<file path="src/rtl/fll_cfg_ctrl.sv">
// FLL configuration sequencer: boot-time programming of the FLL config port,
// lock supervision, software access arbitration and FLL/ref clock selection.
module fll_cfg_ctrl #(
    parameter logic [31:0] CFG1_DEF      = 32'h0000_0000,
    parameter logic [31:0] CFG2_DEF      = 32'h0000_0000,
    parameter int unsigned LOCK_TIMEOUT  = 1024,
    parameter int unsigned SWITCH_CYCLES = 4
) (
    input  logic        clk_i,
    input  logic        rstn_i,
    input  logic        bypass_i,
    input  logic        sw_req_i,
    input  logic        sw_wrn_i,
    input  logic [1:0]  sw_add_i,
    input  logic [31:0] sw_wdata_i,
    output logic        sw_gnt_o,
    output logic        sw_done_o,
    output logic [31:0] sw_rdata_o,
    output logic        fll_req_o,
    output logic        fll_wrn_o,
    output logic [1:0]  fll_add_o,
    output logic [31:0] fll_data_o,
    input  logic        fll_ack_i,
    input  logic [31:0] fll_rdata_i,
    input  logic        fll_lock_i,
    output logic        clk_sel_o,
    output logic        ready_o,
    output logic        boot_done_o,
    output logic        lock_err_o
);

    localparam int unsigned DATA_W = 32;
    localparam int unsigned ADDR_W = 2;
    localparam int unsigned STEP_W = 2;
    localparam int unsigned TO_W   = $clog2(LOCK_TIMEOUT + 1);
    localparam int unsigned SW_W   = $clog2(SWITCH_CYCLES + 1);

    localparam logic [2:0] ST_BOOT      = 3'd0;
    localparam logic [2:0] ST_SEL_OFF   = 3'd1;
    localparam logic [2:0] ST_CFG_REQ   = 3'd2;
    localparam logic [2:0] ST_CFG_REL   = 3'd3;
    localparam logic [2:0] ST_LOCK_WAIT = 3'd4;
    localparam logic [2:0] ST_READY     = 3'd5;

    logic [2:0]        state_q,     state_d;
    logic [STEP_W-1:0] step_q,      step_d;
    logic [TO_W-1:0]   to_cnt_q,    to_cnt_d;
    logic [SW_W-1:0]   sw_cnt_q,    sw_cnt_d;
    logic              freq_wr_q,   freq_wr_d;
    logic              req_q,       req_d;
    logic              wrn_q,       wrn_d;
    logic [ADDR_W-1:0] add_q,       add_d;
    logic [DATA_W-1:0] data_q,      data_d;
    logic [DATA_W-1:0] rcap_q,      rcap_d;
    logic [DATA_W-1:0] sw_rdata_q,  sw_rdata_d;
    logic              gnt_q,       gnt_d;
    logic              done_q,      done_d;
    logic              clk_sel_q,   clk_sel_d;
    logic              ready_q,     ready_d;
    logic              boot_done_q, boot_done_d;
    logic              lock_err_q,  lock_err_d;
    logic              lock_s1_q,   lock_s2_q;

    logic [TO_W-1:0]   to_cnt_inc;
    logic [SW_W-1:0]   sw_cnt_inc;
    logic              sw_freq_wr;

    assign to_cnt_inc = to_cnt_q + TO_W'(1);
    assign sw_cnt_inc = sw_cnt_q + SW_W'(1);
    // Writes to the frequency registers (addr 1/2) require a relock afterwards
    assign sw_freq_wr = !sw_wrn_i && ((sw_add_i == ADDR_W'(1)) || (sw_add_i == ADDR_W'(2)));

    always_comb begin
        state_d     = state_q;
        step_d      = step_q;
        to_cnt_d    = '0;
        sw_cnt_d    = '0;
        freq_wr_d   = freq_wr_q;
        req_d       = req_q;
        wrn_d       = wrn_q;
        add_d       = add_q;
        data_d      = data_q;
        rcap_d      = rcap_q;
        sw_rdata_d  = sw_rdata_q;
        gnt_d       = 1'b0;
        done_d      = 1'b0;
        clk_sel_d   = clk_sel_q;
        lock_err_d  = lock_err_q;

        case (state_q)
            ST_BOOT: begin
                case (step_q)
                    STEP_W'(0): begin
                        wrn_d   = 1'b0;
                        add_d   = ADDR_W'(1);
                        data_d  = CFG1_DEF;
                        req_d   = 1'b1;
                        state_d = ST_CFG_REQ;
                    end
                    STEP_W'(1): begin
                        wrn_d   = 1'b0;
                        add_d   = ADDR_W'(2);
                        data_d  = CFG2_DEF;
                        req_d   = 1'b1;
                        state_d = ST_CFG_REQ;
                    end
                    default: state_d = ST_LOCK_WAIT;
                endcase
            end

            // Keep the ref clock selected long enough for the mux to settle
            ST_SEL_OFF: begin
                sw_cnt_d = sw_cnt_inc;
                if (sw_cnt_inc == SW_W'(SWITCH_CYCLES)) begin
                    req_d   = 1'b1;
                    state_d = ST_CFG_REQ;
                end
            end

            ST_CFG_REQ: begin
                if (fll_ack_i) begin
                    rcap_d  = fll_rdata_i;
                    req_d   = 1'b0;
                    state_d = ST_CFG_REL;
                end
            end

            ST_CFG_REL: begin
                if (!fll_ack_i) begin
                    if (!boot_done_q) begin
                        step_d  = step_q + STEP_W'(1);
                        state_d = ST_BOOT;
                    end else begin
                        done_d     = 1'b1;
                        sw_rdata_d = rcap_q;
                        state_d    = freq_wr_q ? ST_LOCK_WAIT : ST_READY;
                    end
                end
            end

            ST_LOCK_WAIT: begin
                to_cnt_d = to_cnt_inc;
                if (bypass_i) begin
                    clk_sel_d = 1'b0;
                    state_d   = ST_READY;
                end else if (lock_s2_q) begin
                    clk_sel_d = 1'b1;
                    state_d   = ST_READY;
                end else if (to_cnt_inc == TO_W'(LOCK_TIMEOUT)) begin
                    lock_err_d = 1'b1;
                    clk_sel_d  = 1'b0;
                    state_d    = ST_READY;
                end
            end

            ST_READY: begin
                if (sw_req_i) begin
                    gnt_d     = 1'b1;
                    wrn_d     = sw_wrn_i;
                    add_d     = sw_add_i;
                    data_d    = sw_wdata_i;
                    freq_wr_d = sw_freq_wr;
                    if (sw_freq_wr && clk_sel_q) begin
                        clk_sel_d = 1'b0;
                        state_d   = ST_SEL_OFF;
                    end else begin
                        req_d   = 1'b1;
                        state_d = ST_CFG_REQ;
                    end
                end
            end

            default: state_d = ST_BOOT;
        endcase

        ready_d     = (state_d == ST_READY);
        boot_done_d = boot_done_q | ready_d;
    end

    always_ff @(posedge clk_i or negedge rstn_i) begin
        if (!rstn_i) begin
            state_q     <= ST_BOOT;
            step_q      <= '0;
            to_cnt_q    <= '0;
            sw_cnt_q    <= '0;
            freq_wr_q   <= 1'b0;
            req_q       <= 1'b0;
            wrn_q       <= 1'b1;
            add_q       <= '0;
            data_q      <= '0;
            rcap_q      <= '0;
            sw_rdata_q  <= '0;
            gnt_q       <= 1'b0;
            done_q      <= 1'b0;
            clk_sel_q   <= 1'b0;
            ready_q     <= 1'b0;
            boot_done_q <= 1'b0;
            lock_err_q  <= 1'b0;
            lock_s1_q   <= 1'b0;
            lock_s2_q   <= 1'b0;
        end else begin
            state_q     <= state_d;
            step_q      <= step_d;
            to_cnt_q    <= to_cnt_d;
            sw_cnt_q    <= sw_cnt_d;
            freq_wr_q   <= freq_wr_d;
            req_q       <= req_d;
            wrn_q       <= wrn_d;
            add_q       <= add_d;
            data_q      <= data_d;
            rcap_q      <= rcap_d;
            sw_rdata_q  <= sw_rdata_d;
            gnt_q       <= gnt_d;
            done_q      <= done_d;
            clk_sel_q   <= clk_sel_d;
            ready_q     <= ready_d;
            boot_done_q <= boot_done_d;
            lock_err_q  <= lock_err_d;
            lock_s1_q   <= fll_lock_i;
            lock_s2_q   <= lock_s1_q;
        end
    end

    assign sw_gnt_o    = gnt_q;
    assign sw_done_o   = done_q;
    assign sw_rdata_o  = sw_rdata_q;
    assign fll_req_o   = req_q;
    assign fll_wrn_o   = wrn_q;
    assign fll_add_o   = add_q;
    assign fll_data_o  = data_q;
    assign clk_sel_o   = clk_sel_q;
    assign ready_o     = ready_q;
    assign boot_done_o = boot_done_q;
    assign lock_err_o  = lock_err_q;

endmodule

</file>
<file path="config.mk">
export PLATFORM = sky130hd
export DESIGN_NAME = fll_cfg_ctrl
export DESIGN_NICKNAME = d
export VERILOG_FILES = /design/src/rtl/fll_cfg_ctrl.sv
export SDC_FILE = /design/constraint.sdc
export NUM_CORES = 1
export LEC_CHECK = 0
export CAP_MARGIN = 20
export CORE_MARGIN = 10
export CORE_UTILIZATION = 47
export CTS_CLUSTER_DIAMETER = 60
export DETAILED_ROUTE_END_ITERATION = 10
export PLACE_DENSITY = 0.88
export SLEW_MARGIN = 20
export SYNTH_ARGS = -nofsm -noshare
export SYNTH_HDL_FRONTEND = slang
export SYNTH_SLANG_ARGS = --single-unit
</file>
<file path="constraint.sdc">
create_clock -name clk_i -period 2.7 [get_ports clk_i]
set_clock_uncertainty 0.15 [all_clocks]
set_input_delay 0.405 -clock clk_i [delete_from_list [all_inputs] [get_ports clk_i]]
set_output_delay 0.405 -clock clk_i [all_outputs]
set_load 0.03 [all_outputs]
</file>
### Word level (Yosys, flattened, before mapping)

Index checks and enable logic that the tools add are counted.
Widths: inputs -> output; s select.

* output and inout port bits: 74
* input port bits: 73
* flip-flop bits (word level): 128
* logic and storage cells: 105

* bitwise gates (word level): 5
* add/subtract/negate cells: 3
* muxes and demuxes: 40
* reduce and logical (&&, ||, !) cells: 19
* equality and inequality tests: 19

Operator list (count)
* $mux 32: 2
* $pmux 32 s2: 1
* $mux 3: 10
* $mux 1: 18
* $pmux 3 s6: 1
* $eq 3x3->1 const B: 4
* $ne 2x2->1 const B: 6
* $reduce_and 3->1: 4
* $add 11x1->11 const B: 1
* $eq 11x11->1 const B: 1
* $mux 11: 1
* $pmux 2 s2: 2
* $reduce_and 4->1: 2
* $eq 3x2->1 const B: 2
* $reduce_and 6->1: 1
* $eq 2x1->1 const B: 2
* $mux 2: 2
* $ne 4x4->1 const B: 1
* $not 1->1: 4
* $pmux 1 s2: 2
* $pmux 1 s4: 1
* $reduce_and 2->1: 2
* $reduce_bool 2->1: 2
* $reduce_bool 4->1: 1
* other kinds (12): 13

### Longest topological paths before layout

* depth after elaboration: 9
* gate-level depth with buffers: 9

### Least setup slack after synthesis

No wires, ideal clock.

* path kind: flip-flop to flip-flop
* from: reg step_q[0]
* to: reg add_q[0], in the netlist fll_add_o[0]
* required time: 2.432 ns
* setup time: 0.118 ns
* stages on the path, launching flop included: 8
* setup slack: 0.736 ns
* arrival: 1.696 ns
* path buffers: 1
* cell sequence: dfrtp_1 -> ha_1 -> or4_4 -> a21oi_2 -> or3_1 -> buf_6 -> a211oi_1 -> a21o_1

* cells in the longest elaborated chain, start to end: 3
* elaborated cells on any way between the ends: 6
* classes of those cells: eq/ne: 2; mux: 2; reduce/logical: 2

Ends and longest elaborated chain
* start: declaration: RTL line 46 `logic [STEP_W-1:0] step_q, step_d;`
* start signal: assignment: RTL line 203 `step_q <= step_d;`
* $eq 2x1->1 / $logic_not 2->1 (equally long branches): RTL line 92 `case (step_q)`
* $pmux 2 s2 / $ne 3x1->1 (equally long branches)
* $pmux 2 s2 / $reduce_and 3->1 (equally long branches)
* end signal: assignment: RTL line 189 `add_q <= '0;`
* end signal: assignment: RTL line 209 `add_q <= add_d;`
* end: declaration: RTL line 52 `logic [ADDR_W-1:0] add_q, add_d;`

Parallel ways exist; a longest one is shown, timed or not.
A chain may end at the register's enable or synchronous reset.

### Worst setup path in the final report

* from: reg state_q[1]
* to: reg data_q[18], in the netlist fll_data_o[18]

* cells in the longest elaborated chain, start to end: 3
* elaborated cells on any way between the ends: 7
* classes of those cells: eq/ne: 3; mux: 1; reduce/logical: 3

Ends and longest elaborated chain
* start: declaration: RTL line 45 `logic [2:0] state_q, state_d;`
* start signal: assignment: RTL line 202 `state_q <= state_d;`
* $eq 3x3->1 / $logic_not 3->1 (equally long branches): RTL line 90 `case (state_q)`
* $ne 2x2->1 (no line) / $reduce_bool 2->1 (equally long branches)
* $reduce_and 3->1 (no line)
* end signal: assignment: RTL line 210 `data_q <= data_d;`
* end: declaration: RTL line 53 `logic [DATA_W-1:0] data_q, data_d;`

Parallel ways exist; a longest one is shown, timed or not.

==> impl_metrics.csv <==
group,metric,value,unit
synth,syn_area,0.00513,mm2
global_route,grt_max_degree,46,
global_route,top_usage_layer,"met2",
critical_path,path_delay_family,"buffers and inverters",
floorplanning,io_pins,147,
sta,setup-tns-final,0,ns
synth,syn_inst,426,
cells_and_area,drive_gt1_share,14.5,%
critical_path,r2r_start,"state_q[1]",
drt,drtIter0Drc,209,
synth,synthArstFlopShare,100,%
pwr,p_leak,3.37,nW
drt,wire_per_inst,19.0,um
synth,yosysSeqAreaShare,62.4,%
global_route,grt_first_pass_wirelength,22400,um
drt,vias_per_cell,5.24,
pwr,ir_drop,0.724,mV
job,cap_violations,0,
critical_path,cp_cell_sequence,"nand4b_1, clkinv_1, a22o_1",
synth,syn_avg_cell_area,12.0,um2
synth,ys_seq_elements,128,
critical_path,startpoint,"state_q[1]",
synth,synth_cell_type_count,54,
cells_and_area,num_antenna_cells,0,
synth,yosysTopAreaCell,"dfrtp_1",
clocking,cts_made_buffers,17,
clocking,htreeDepth,4,
global_route,met2_usage,30.4,%
synth,synth_fp_nets,504,
critical_path,end_kind,"flip-flop",
sta,slew_violations,0,
critical_path,path_depth,3,
sta,finalCritPeriodShare,87.9,%
floorplanning,die_w,125,um
cells_and_area,stdcell_area,0.00729,mm2
sta,final-setup-viol-count,0,
outcome,status,"finished clean",
critical_path,path_buf_inv,1,
clocking,tritoncts,"built",
critical_path,reg2reg_depth,3,
clocking,clock-sinks,128,
global_route,global_route.usage.met3,5.91,%
drt,via_count,3837,
sta,worst_pin_slew,0.912,ns
sta,rsz0062_at_grt,"no",
global_route,overflow,0,
drt,dr.pass1.iters,4,
pwr,powerDensity,1130,mW/mm2
clocking,ctsResizeCount,0,
synth,synth_ff_type,"dfrtp_1",
floorplanning,core,0.0107,mm2
sta,hold_viol_final,0,
critical_path,crit_arrival,2.63,ns
synth,synth-warning-count,0,
critical_path,worstSetupEndpoint,"fll_data_o[18]",
global_route,use_met1,20.7,%
sta,period_needed,2.37,ns
clocking,cts_setup_buffers,0,
critical_path,critical_path_class,"flip-flop to flip-flop",
floorplanning,dieArea,0.0155,mm2
synth,synth_edf_count,0,
critical_path,r2r-end,"fll_data_o[18]",
floorplanning,die_h,125,um
placed_design,gp_congestion,0.857,
clocking,cts_hold_buf,1,
cells_and_area,post-route-util,67.8,%
global_route,grt_pass1_vias,4073,
floorplanning,row_count,38,
synth,synth_area_leaders,"dfrtp_1 (62%), nand2_1 (7.7%), mux2_2 (7.0%)",
cells_and_area,syn_to_final_growth,42.0,%
critical_path,worst-r2r-setup-slack,0.33,ns
synth,yosysMostFrequentCell,"dfrtp_1",
critical_path,crit_required,2.95,ns
clocking,root_buffer,"clkbuf_8",
floorplanning,initial_core_util,47.8,%
clocking,clock_path_buffers,2,
placed_design,dpl.hpwl,9690,um
clocking,clk_latency,0.52,ns
critical_path,start_kind,"flip-flop",
synth,yosys-top-cells-count,"dfrtp_1 (127), nand2_1 (105), a22o_1 (33)",
cells_and_area,nets,657,
sta,maxSlewHeadroom,38.8,%
synth,yosys.area.top_type_share,61.9,%
placed_design,portBuffers,146,
global_route,antenna_found_initial,1,
placed_design,place_area,0.00671,mm2
drt,finalWirelength,13900,um
critical_path,critPathMaxFanout,34,
drt,detail-route-antenna-nets,0,
drt,drc,0,
critical_path,slowest_delay,0.74,ns
min_path,hold_path_class,"input pin to flip-flop",
global_route,grt_usage,18.1,%
clocking,clk_pin_slew,0.06,ns
critical_path,slowest_stage,"clkinv_1",
sta,max_freq,421,MHz
## placed cells by master, fill, tap and decap left out, types with 7 or more instances in the layout
cell type	count
buf_4	7
xnor2_1	7
clkinv_2	8
clkbuf_16	16
dfrtp_1	127
inv_1	7
a22o_1	33
clkdlybuf4s50_1	145
nand2_1	105
mux2_2	32
nor2_1	17
## registers in the layout (all words and copies together), names as in the netlist
name,count
state_q,3
lock_err_o,1
sw_done_o,1
sw_gnt_o,1
lock_s1_q,1
sw_cnt_q,3
rcap_q,32
fll_add_o,2
freq_wr_q,1
step_q,2
fll_req_o,1
to_cnt_q,11
fll_data_o,32
sw_rdata_o,32
ready_o,1
boot_done_o,1
clk_sel_o,1
fll_wrn_o,1
lock_s2_q,1
## where the power goes
group / internal, mW / switching, mW / total, mW
Sequential: 2.59 / 0.450 / 3.04
Combinational: 1.33 / 1.68 / 3.02
Clock: 1.37 / 0.817 / 2.19
Total: 5.29 / 2.95 / 8.24
## through the flow
step / power (mW) / instances / hold slack (ns) / setup slack, ns
floorplan: 4.92 / 426 / -0.0406 / 0.736
global placement: 5.91 / 699 / 0.182 / 0.187
detailed placement: 6.07 / 699 / 0.199 / 0.0810
CTS: 8.32 / 732 / 0.154 / 0.306
global route: 8.65 / 732 / 0.157 / 0.158
finish: 8.24 / 732 / 0.179 / 0.326
## metal layers
layer / vias to the layer above / routed length (um)
met4: 2 / 212
met3: 24 / 850
met2: 136 / 7140
met1: 1919 / 5690
li1: 1756 / -
met5: - / 13
## logic make-up (layout without fill, tap and decap cells)
kind of cell    Yosys count  after routing  synth area share [%]
simple gates            162            162                  14.5
flops                   128            128                  62.4
compound gates           54             54                  8.56
mux                      36             36                  7.80
buf+inv                  30            196                  3.66
xor+xnor                 11             11                  1.88
fa+ha+maj                 5              5                  1.22
## how the worst min path moves through the flow
stage	from	to	slack (ns)	cells after the start
global placement	lock_s1_q	lock_s2_q	0.18	0
global route	fll_lock_i	lock_s1_q	0.16	1
detailed placement	lock_s1_q	lock_s2_q	0.20	0
finish	fll_lock_i	lock_s1_q	0.18	1
CTS	fll_lock_i	lock_s1_q	0.15	1
floorplan	rstn_i	boot_done_o	-0.04	0
## final cells by class
type,count,area (um2)
multi-input cells,268,1750
inverters,9,33.8
clock inverters,12,115
fillers,760,3460
flip-flops and latches,128,3200
well taps,140,175
repair buffers,155,1550
clock buffers,20,455
Power figures use the tool's default switching activity.
